[src/rtl/time_frame_pkg.sv]
// ============================================================================
// Module  : time_frame_pkg
// Brief   : Shared frame layout, time limits and check-byte helper for the
//           time frame generator.
// Rev     : 1.0 - initial release
// ============================================================================
`default_nettype none

package time_frame_pkg;

    localparam int FIELD_W  = 8;
    localparam int FRAME_W  = 40;

    localparam int HDR_LSB  = 32;
    localparam int HOUR_LSB = 24;
    localparam int MIN_LSB  = 16;
    localparam int SEC_LSB  = 8;
    localparam int CHK_LSB  = 0;

    localparam logic [FIELD_W-1:0] HEADER_DEFAULT = 8'hA5;
    localparam logic [FIELD_W-1:0] HOUR_MAX       = 8'd23;
    localparam logic [FIELD_W-1:0] MIN_SEC_MAX    = 8'd59;

    typedef logic [FIELD_W-1:0] field_t;

    typedef struct packed {
        field_t hour;
        field_t minute;
        field_t second;
    } hms_t;

    // Modulo-256 sum of header and the three time fields.
    function automatic field_t calc_check(input field_t hdr, input hms_t t);
        return hdr + t.hour + t.minute + t.second;
    endfunction

    function automatic logic hms_in_range(input hms_t t);
        return (t.hour <= HOUR_MAX) && (t.minute <= MIN_SEC_MAX) &&
               (t.second <= MIN_SEC_MAX);
    endfunction

endpackage

`default_nettype wire

[src/rtl/time_counter.sv]
// ============================================================================
// Module  : time_counter
// Brief   : Hour/minute/second cascade with synchronous load and midnight wrap.
// Rev     : 1.0 - initial release
// ============================================================================
`default_nettype none

module time_counter
    import time_frame_pkg::*;
(
    input  logic clk,
    input  logic rst_n,
    input  logic inc,
    input  logic load,
    input  hms_t load_time,
    output hms_t time_now
);

    // Load takes priority so a set coincident with a second boundary wins.
    always_ff @(posedge clk or negedge rst_n) begin
        if (!rst_n) begin
            time_now <= '0;
        end else if (load) begin
            time_now <= load_time;
        end else if (inc) begin
            if (time_now.second == MIN_SEC_MAX) begin
                time_now.second <= '0;
                if (time_now.minute == MIN_SEC_MAX) begin
                    time_now.minute <= '0;
                    time_now.hour   <= (time_now.hour == HOUR_MAX) ? '0
                                                                   : time_now.hour + 8'd1;
                end else begin
                    time_now.minute <= time_now.minute + 8'd1;
                end
            end else begin
                time_now.second <= time_now.second + 8'd1;
            end
        end
    end

endmodule

`default_nettype wire

[src/rtl/time_frame_gen.sv]
// ============================================================================
// Module  : time_frame_gen
// Brief   : 1 s time-of-day frame generator with valid/ready output and
//           overrun flag. Macro TIME_FRAME_CKSUM_EN enables the check byte.
// Rev     : 1.0 - initial release
// ============================================================================
`default_nettype none

module time_frame_gen
    import time_frame_pkg::*;
#(
    parameter logic [25:0]        CNT_1S_MAX = 26'd49_999_999,
    parameter logic [FIELD_W-1:0] HEADER     = HEADER_DEFAULT
) (
    input  logic               clk,
    input  logic               rst_n,
    input  logic               set_en,
    input  logic [7:0]         set_h,
    input  logic [7:0]         set_m,
    input  logic [7:0]         set_s,
    input  logic               frame_ready,
    output logic               frame_valid,
    output logic [FRAME_W-1:0] dat_o,
    output logic               tick_1s,
    output logic               overrun
);

    logic [25:0]        presc;
    logic               terminal;
    logic               set_ok;
    logic               inc;
    logic               set_pending;
    logic               frame_load;
    hms_t               set_time;
    hms_t               now;
    field_t             check;
    logic [FRAME_W-1:0] frame_next;

    assign set_time   = {set_h, set_m, set_s};
    assign set_ok     = set_en && hms_in_range(set_time);
    assign terminal   = (presc == CNT_1S_MAX);
    assign inc        = terminal && !set_ok;
    assign frame_load = tick_1s || set_pending;

    always_ff @(posedge clk or negedge rst_n) begin
        if (!rst_n) begin
            presc       <= '0;
            tick_1s     <= 1'b0;
            set_pending <= 1'b0;
        end else begin
            presc       <= (set_ok || terminal) ? '0 : presc + 26'd1;
            tick_1s     <= inc;
            set_pending <= set_ok;
        end
    end

    time_counter u_time_counter (
        .clk       (clk),
        .rst_n     (rst_n),
        .inc       (inc),
        .load      (set_ok),
        .load_time (set_time),
        .time_now  (now)
    );

`ifdef TIME_FRAME_CKSUM_EN
    assign check = calc_check(HEADER, now);
`else
    assign check = '0;
`endif

    always_comb begin
        frame_next                        = '0;
        frame_next[HDR_LSB  +: FIELD_W]   = HEADER;
        frame_next[HOUR_LSB +: FIELD_W]   = now.hour;
        frame_next[MIN_LSB  +: FIELD_W]   = now.minute;
        frame_next[SEC_LSB  +: FIELD_W]   = now.second;
        frame_next[CHK_LSB  +: FIELD_W]   = check;
    end

    // A load on the accepting edge replaces the consumed frame without overrun.
    always_ff @(posedge clk or negedge rst_n) begin
        if (!rst_n) begin
            dat_o       <= '0;
            frame_valid <= 1'b0;
            overrun     <= 1'b0;
        end else begin
            overrun <= 1'b0;
            if (frame_load) begin
                dat_o       <= frame_next;
                frame_valid <= 1'b1;
                overrun     <= frame_valid && !frame_ready;
            end else if (frame_valid && frame_ready) begin
                frame_valid <= 1'b0;
            end
        end
    end

endmodule

`default_nettype wire

[config.mk]
export PLATFORM = sky130hd
export DESIGN_NAME = time_frame_gen
export DESIGN_NICKNAME = d
export VERILOG_FILES = /design/src/rtl/time_frame_pkg.sv /design/src/rtl/time_counter.sv /design/src/rtl/time_frame_gen.sv
export SDC_FILE = /design/constraint.sdc
export NUM_CORES = 1
export LEC_CHECK = 0
export CORE_MARGIN = 5
export CORE_UTILIZATION = 30
export CTS_CLUSTER_DIAMETER = 60
export DETAILED_ROUTE_END_ITERATION = 7
export HOLD_SLACK_MARGIN = 0.08
export PLACE_DENSITY = 0.56
export SLEW_MARGIN = 5
export SYNTH_ARGS = -nofsm -noshare
export SYNTH_HDL_FRONTEND = slang
export SYNTH_SLANG_ARGS = --single-unit
[constraint.sdc]
create_clock -name clk -period 3 [get_ports clk]
set_input_delay 0.6 -clock clk [delete_from_list [all_inputs] [get_ports clk]]
set_output_delay 0.6 -clock clk [all_outputs]
set_load 0.01 [all_outputs]
* Yosys cells after proc, flatten, opt, wreduce, memory -nomap -nowiden
Cells that the tools add are included.
Cells by class: add/sub/neg operators 4, multiply operators 0, div/mod/pow operators 0, order comparisons 3, equal/unequal tests 4, shift operators 0, multiplexer cells 11, bitwise gates (word level) 0, reductions and logical operators 16
Operators with widths (number):
- 24-bit two-way mux | 2
- 8-bit two-way mux | 4
- 26-bit by 1-bit adder with 26-bit output, second input constant | 1
- 26-bit equality test, second input constant | 1
- 26-bit two-way mux | 1
- 8-bit by 1-bit adder with 8-bit output, second input constant | 3
- 8-bit by 6-bit equality test with 1-bit output, second input constant | 2
- 8-bit by 6-bit <= comparator with 1-bit output, second input constant | 2
- 16-bit two-way mux | 1
- 8-bit by 5-bit equality test with 1-bit output, second input constant | 1
- 8-bit by 5-bit <= comparator with 1-bit output, second input constant | 1
- 2-bit nonzero test | 4
- 1-bit logical AND | 6
- 1-bit two-way mux | 3
- 3-bit AND reduction | 1
- 1-bit logical NOT | 2
- 1-bit logical OR | 2
- 2-bit AND reduction | 1
Word-level totals: register bits after elaboration 79, latch bits 0, memory bits (writable) 0, ROM bits 0, bits of input ports 28, output and inout port bits 43, word-level logic and storage cells 47, memories kept 0

* Depth between registers and ports, before layout
Gate-level depths: netlist of the first run.
depth in word-level cells 8, depth in mapped cells 8, mapped depth without buffers 6

* By module
From an unflattened synthesis of the first run, not the netlist that was laid out.
Unflattened totals: cells, all modules 408, area total of the unflattened synthesis 4176.5 um^2
Modules (own cells, without submodules):
- time_frame_gen | instances 1, cells each 226, area an instance 2602.5 um^2, seq. area each 1376.3 um^2
- time_counter | instances 1, cells each 182, area an instance 1574.0 um^2, seq. area each 600.6 um^2

* Worst setup path after synthesis of the first run
OpenSTA, ideal clock, no wires.
path kind reg2reg, start point register presc[16], end point register u_time_counter.time_now[23] (netlist name), setup time 0.123 ns, data arrival time 2.291 ns, data required time 2.877 ns, setup slack 0.586 ns, cell stages (with the launch flop) 6, path buffers 0, clock period less this slack 2.414 ns, path through dfrtp_1 -> or4b_1 -> or4_1 -> or4_1 -> or3_1 -> mux2i_1
Between the ends: word-level cells in the longest chain between the ends 4
RTL lines:
- start: declaration | RTL line time_frame_gen.sv:28 | logic [25:0] presc;
- start signal: assignment | RTL line time_frame_gen.sv:51 | presc <= (set_ok || terminal) ? '0 : presc + 26'd1;
- 26-bit equality test | RTL line time_frame_gen.sv:41 | assign terminal = (presc == CNT_1S_MAX);
- 1-bit logical AND | RTL line time_frame_gen.sv:42 | assign inc = terminal && !set_ok;
- 2-bit nonzero test (no source line)
- 3-bit AND reduction (no source line)
- end signal: assignment | RTL line time_counter.sv:24 | time_now <= load_time;
- end: declaration | RTL line time_counter.sv:16 | output hms_t time_now
Every way passes these cells. A chain may end at the register's enable or synchronous reset.

* Worst setup path in the final report of the first run
Ends and elaborated chain as after synthesis.

==> metrics.cfg, run 1 <==
[cts]
cts_buffers = 9
cts_tree = built
cts_setup_buffers = 0
h-tree-depth = 3
post_cts_resized = 0
cts_buffer_depth = 2
path_clk_slew_ns = 0.06
clk_latency_ns = 0.33
clkSinkCount = 79
ctsHoldBuffers = 0
cts_root_buf = clkbuf_16

[yosys]
synthesis.area_mm2 = 0.00402
ys_warn_count = 0
synth_edf_count = 0
syn_inst = 398
ys_seq_elements = 79
ys_types = 45
ys_async_sr_fraction_pct = 100
synth_top_flop_cell = dfrtp_1
ys_seq_area_share_pct = 49.2
avgSynthCellArea_um2 = 10.1

[min_path]
min_path_type = in2async

[status]
outcome = completed

[placed_design]
preCtsSetupSlack_ns = 0.167
port_buffers = 58
place_congestion = 0.830
dp_hpwl_um = 6810
placed_area_mm2 = 0.00478
dp_cells = 625

[sta]
skew_ns = 0.0104
slew_violations = 0
fin_crit_ns = 2.57
layout_worst_path_cycle_share_pct = 85.8
timing.fmax_ghz = 0.389
setup_slack_ns = 0.426
setup_viol = 0
worst_slew_pin_slew_ns = 1.00
hold_violations = 0
slew_headroom_pct = 33.1
rsz0062_at_grt = false
finalSetupTns_ns = 0
timing.hold.ws_ns = 0.436

[layout]
regArea_mm2 = 0.00198
n_antenna_cell = 0
fin_area_mm2 = 0.00506
area_growth_pct = 26.0
stdcell_count = 640
drive_above_1_share_pct = 12.9
fillers = 1300
multi_input_area_mm2 = 0.00190
fin_nets = 492
final_util_pct = 38.4

[worst_setup_path]
reg2reg_to = u_time_counter.time_now[23]
cp.required_ns = 3.21
crit_top_cell = or4_1
critical_path_class = reg2reg
end_kind = register
path_cells = or4b_1 > or4_1 > or4_1 > or3_1 > mux2i_1
crit_slowest_cell = or4b_1
crit_buf_inv = 0
cp-start-kind = register
crit_fanout = 6
r2r_slack_ns = 0.43
reg2reg_from = presc[16]
cp.arrival_ns = 2.79
ff2ff_path_depth = 5
cp_slowest_stage_delay_ns = 0.50
crit_family = simple AND/OR/NAND/NOR gates

[route]
drc = 0
drt_iter0_drc = 224
dr.pass1.iters = 4
avgRoutedWirePerCell_um = 15.1
vias = 3209
routed_wirelength_um = 9640
vias_per_cell = 5.01
ant_nets = 0

[floorplan]
io_pins = 71
initial_core_util_pct = 30.5
core_area_mm2 = 0.0132
dieArea_mm2 = 0.0158
die_w_um = 126
row_count = 42
die_h_um = 126

[global_route]
grt.overflow.total = 0
antenna_found_initial = 0
grt_pass1_wl_um = 16400
grt_pass1_vias = 3236
grt_max_degree = 80
track_usage_pct = 12.5

[power_and_ir_drop]
leakage_nw = 1.94
total_power_mw = 2.61
ir_drop_v = 0.000263
powerDensity_mw_per_mm2 = 515

[job]
cap_violations = 0

-- worst max-delay path by stage --
stage	to	start	slack, ns	cells after the start
after floorplan	u_time_counter.time_now[23]	presc[16]	0.59	5
after global placement	u_time_counter.time_now[3]	set_h[6]	0.20	6
after detailed placement	u_time_counter.time_now[5]	set_h[6]	0.17	6
after CTS	u_time_counter.time_now[16]	presc[0]	0.42	6
after global routing	u_time_counter.time_now[8]	presc[0]	0.26	7
final	u_time_counter.time_now[23]	presc[16]	0.43	5
-- cell families (layout without fill, tap and decap cells) --
kind of cell	count (synthesis)	count (layout)	share of synthesized area, %
flip-flops	79	79	49.2
XOR/XNOR	25	25	5.45
multiplexers	27	27	7.47
AND/OR/NAND/NOR	175	175	23.3
adder cells (fa/ha/maj)	4	4	1.25
AO/OA/AOI/OAI	53	53	8.56
buffers and inverters	34	89	4.67
other	1	12	0.0933
-- layout by cell type (no fill, tap or decap), drive strengths merged, types with 7 or more instances in the layout --
cell,synthesis,layout
dfrtp,79,79
clkdlybuf4s50,0,57
nor2,50,50
nand2,27,27
mux2,24,24
nand3,18,18
xnor2,14,14
a21oi,13,13
buf,18,13
conb,1,12
clkbuf,12,12
xor2,11,11
or4,10,10
nand4,10,10
o21ai,10,10
and3,8,8
nor3,8,8
and4,7,7
nor4,7,7
a31oi,7,7
and2,7,7
-- routing by layer --
layer	part of all wire (%)	track usage, %
met5	0	0
met4	1.4	5.10
met3	5.5	3.01
met2	47	19.4
met1	46	16.8
-- sequential cells by signal, indices dropped and copies added (netlist names) --
name / cells
presc: 26
overrun: 1
set_pending: 1
tick_1s: 1
dat_o: 25
u_time_counter.time_now: 24
frame_valid: 1
-- final cells by class --
| cell class | count | area share, % |
|---|---|---|
| flip-flops and latches | 79 | 39.1 |
| multi-input cells | 296 | 37.5 |
| repair buffers | 70 | 13.2 |
| clock buffers | 12 | 5.27 |
| well taps | 176 | 4.35 |
| clock inverters | 3 | 0.346 |
| inverters | 4 | 0.297 |
-- cells in the mapped netlist (2+ instances only) --
cell / number / area share [%]
nand2_1: 27 / 2.5
o31ai_1: 6 / 1.1
clkbuf_1: 12 / 1.1
o21a_1: 4 / 0.75
nand3_1: 18 / 2.2
inv_1: 4 / 0.37
or3_1: 6 / 0.93
nand4b_1: 4 / 0.87
and2_1: 6 / 0.93
a21boi_0: 4 / 0.75
nor2_1: 50 / 4.7
a21oi_1: 13 / 1.6
xnor2_1: 14 / 3.1
buf_2: 3 / 0.37
buf_4: 15 / 2.8
dfrtp_1: 79 / 49
o21ai_0: 10 / 1.2
o311ai_0: 3 / 0.65
mux2_2: 24 / 6.7
or2_2: 4 / 0.62
a31oi_1: 7 / 1.1
and4_1: 7 / 1.5
mux2i_1: 3 / 0.75
nand4_1: 10 / 1.6
nor3b_1: 2 / 0.37
nor3_1: 8 / 1.0
xor2_1: 11 / 2.4
o22a_1: 2 / 0.44
and3_1: 8 / 1.2
ha_1: 4 / 1.2
or4_1: 10 / 1.9
nor4_1: 7 / 1.1
-- where the power goes --
part	internal [mW]	switching [mW]	leakage, nW
combinational	0.160	0.176	0.938
clock	0.620	0.406	0.140
sequential	1.14	0.100	0.860
No activity file was read; power rests on OpenSTA's default activity.
==> run 2, diff against run 1 <==
CORE_ASPECT_RATIO = 0.6   (was default)
CORE_MARGIN = 3   (was 5)
==> metrics.cfg, run 2 (same netlist as run 1, synthesis figures left out) <==
[status]
outcome = completed

[layout]
final_common_cell = dfrtp_1
top_register = presc
top_regs = presc: 26 flops, dat_o: 25 flops, u_time_counter.time_now: 24 flops
n_antenna_cell = 0
fillers = 1294
regArea_mm2 = 0.00198
final_cell_mix = dfrtp_1 (79), clkdlybuf4s50_1 (57), nor2_1 (49)
largest_register_ffs = 26
drive_above_1_share_pct = 13.5
final_util_pct = 39.3
fin_nets = 494
multi_input_area_mm2 = 0.00190
stdcell_count = 637
area_growth_pct = 26.8

[route]
dr.pass1.iters = 4
drc = 0
routed_wirelength_um = 10400
avgRoutedWirePerCell_um = 16.3
vias = 3222
ant_nets = 0
drt_iter0_drc = 378
vias_per_cell = 5.06

[sta]
skew_ns = 0.00784
finalSetupTns_ns = 0
rsz0062_at_grt = false
layout_worst_path_cycle_share_pct = 86.5
fin_crit_ns = 2.60
worst_slew_pin_slew_ns = 1.02
slew_violations = 0
setup_viol = 0
timing.fmax_ghz = 0.385
slew_headroom_pct = 32.2
hold_violations = 0

[global_route]
met2_usage_pct = 19.0
use_met1_pct = 22.6
track_usage_pct = 14.7
grt_pass1_wl_um = 16900
antenna_found_initial = 0
grt_max_degree = 80
grt.overflow.total = 0
use_met3_pct = 4.94
grt_pass1_vias = 3107
grt_most_used_layer = met1

[floorplan]
die_h_um = 95.6
core_area_mm2 = 0.0130
die_w_um = 155
io_pins = 71
dieArea_mm2 = 0.0149
initial_core_util_pct = 31.0
row_count = 32

[worst_setup_path]
crit_fanout = 6
startpoint = presc[16]
end_kind = register
reg2reg_from = presc[16]
cp-start-kind = register
critical_path_class = reg2reg
ff2ff_path_depth = 5
reg2reg_to = u_time_counter.time_now[23]
cp.arrival_ns = 2.81
cp.required_ns = 3.22
r2r_slack_ns = 0.40

[cts]
cts_buffers = 9
clkSinkCount = 79
cts_setup_buffers = 0
cts_tree = built
cts_root_buf = clkbuf_16
ctsHoldBuffers = 0
path_clk_slew_ns = 0.06
cts_buffer_depth = 2
h-tree-depth = 3
clk_latency_ns = 0.34
post_cts_resized = 0

[min_path]
min_path_type = in2async

[placed_design]
place_congestion = 0.827
dp_hpwl_um = 7510
port_buffers = 58
dp_cells = 621

[power_and_ir_drop]
powerDensity_mw_per_mm2 = 521
leakage_nw = 1.96
ir_drop_v = 0.000232

[job]
cap_violations = 0

==> run 2: cell types whose count changed in the layout (fill, tap and decap cells not counted), sizes merged <==
cell / delta
buf: +2
clkinv: +1
clkbuf: +1
clkinvlp: -1
==> run 2: cell type report <==
class,count,share of cell area [%]
clock inverter,3,0.295
timing repair buffer,72,13.7
tap,170,4.18
clock buffer,13,5.50
sequential,79,38.8
multi-input combinational,296,37.2
inverter,4,0.295
==> run 2: critical path, cell delays in order, from the launching register on <==
cell and delay [ns]:
dfrtp_1 0.45, or4b_1 0.52, or4_1 0.52, or4_1 0.45, or3_1 0.40, mux2i_1 0.13
==> run 2: per-layer routing <==
layer	routed length, um	vias up	part of all wire [%]
met2	4080	92	39
li1	-	1546	-
met1	5500	1579	53
met5	0	-	0
met4	61	0	0.59
met3	739	5	7.1
==> run 2: power breakdown <==
| part | switching, mW | internal, mW |
|---|---|---|
| clock network | 0.428 | 0.647 |
| logic | 0.176 | 0.161 |
| registers | 0.0975 | 1.14 |
==> run 2: worst max-delay path by stage <==
| stage | end | slack (ns) | cells past startpoint |
|---|---|---|---|
| finish | u_time_counter.time_now[23] | 0.40 | 5 |
| global route | u_time_counter.time_now[23] | 0.27 | 5 |
| CTS | u_time_counter.time_now[23] | 0.41 | 5 |
| detailed placement | u_time_counter.time_now[3] | 0.09 | 6 |
| global placement | u_time_counter.time_now[3] | 0.14 | 6 |
| floorplan | u_time_counter.time_now[23] | 0.59 | 5 |
==> run 2: stage by stage <==
step                      power [mW]  hold WS, ns  cell area (um2)  setup WS (ns)
after floorplan                 1.47        0.304             4060          0.586
after global placement          1.59        0.487             4800          0.141
after detailed placement        1.60        0.496             4800         0.0925
after CTS                       2.69        0.490             5090          0.408
after global routing            2.79        0.507             5090          0.267
final                           2.65        0.435             5090          0.404
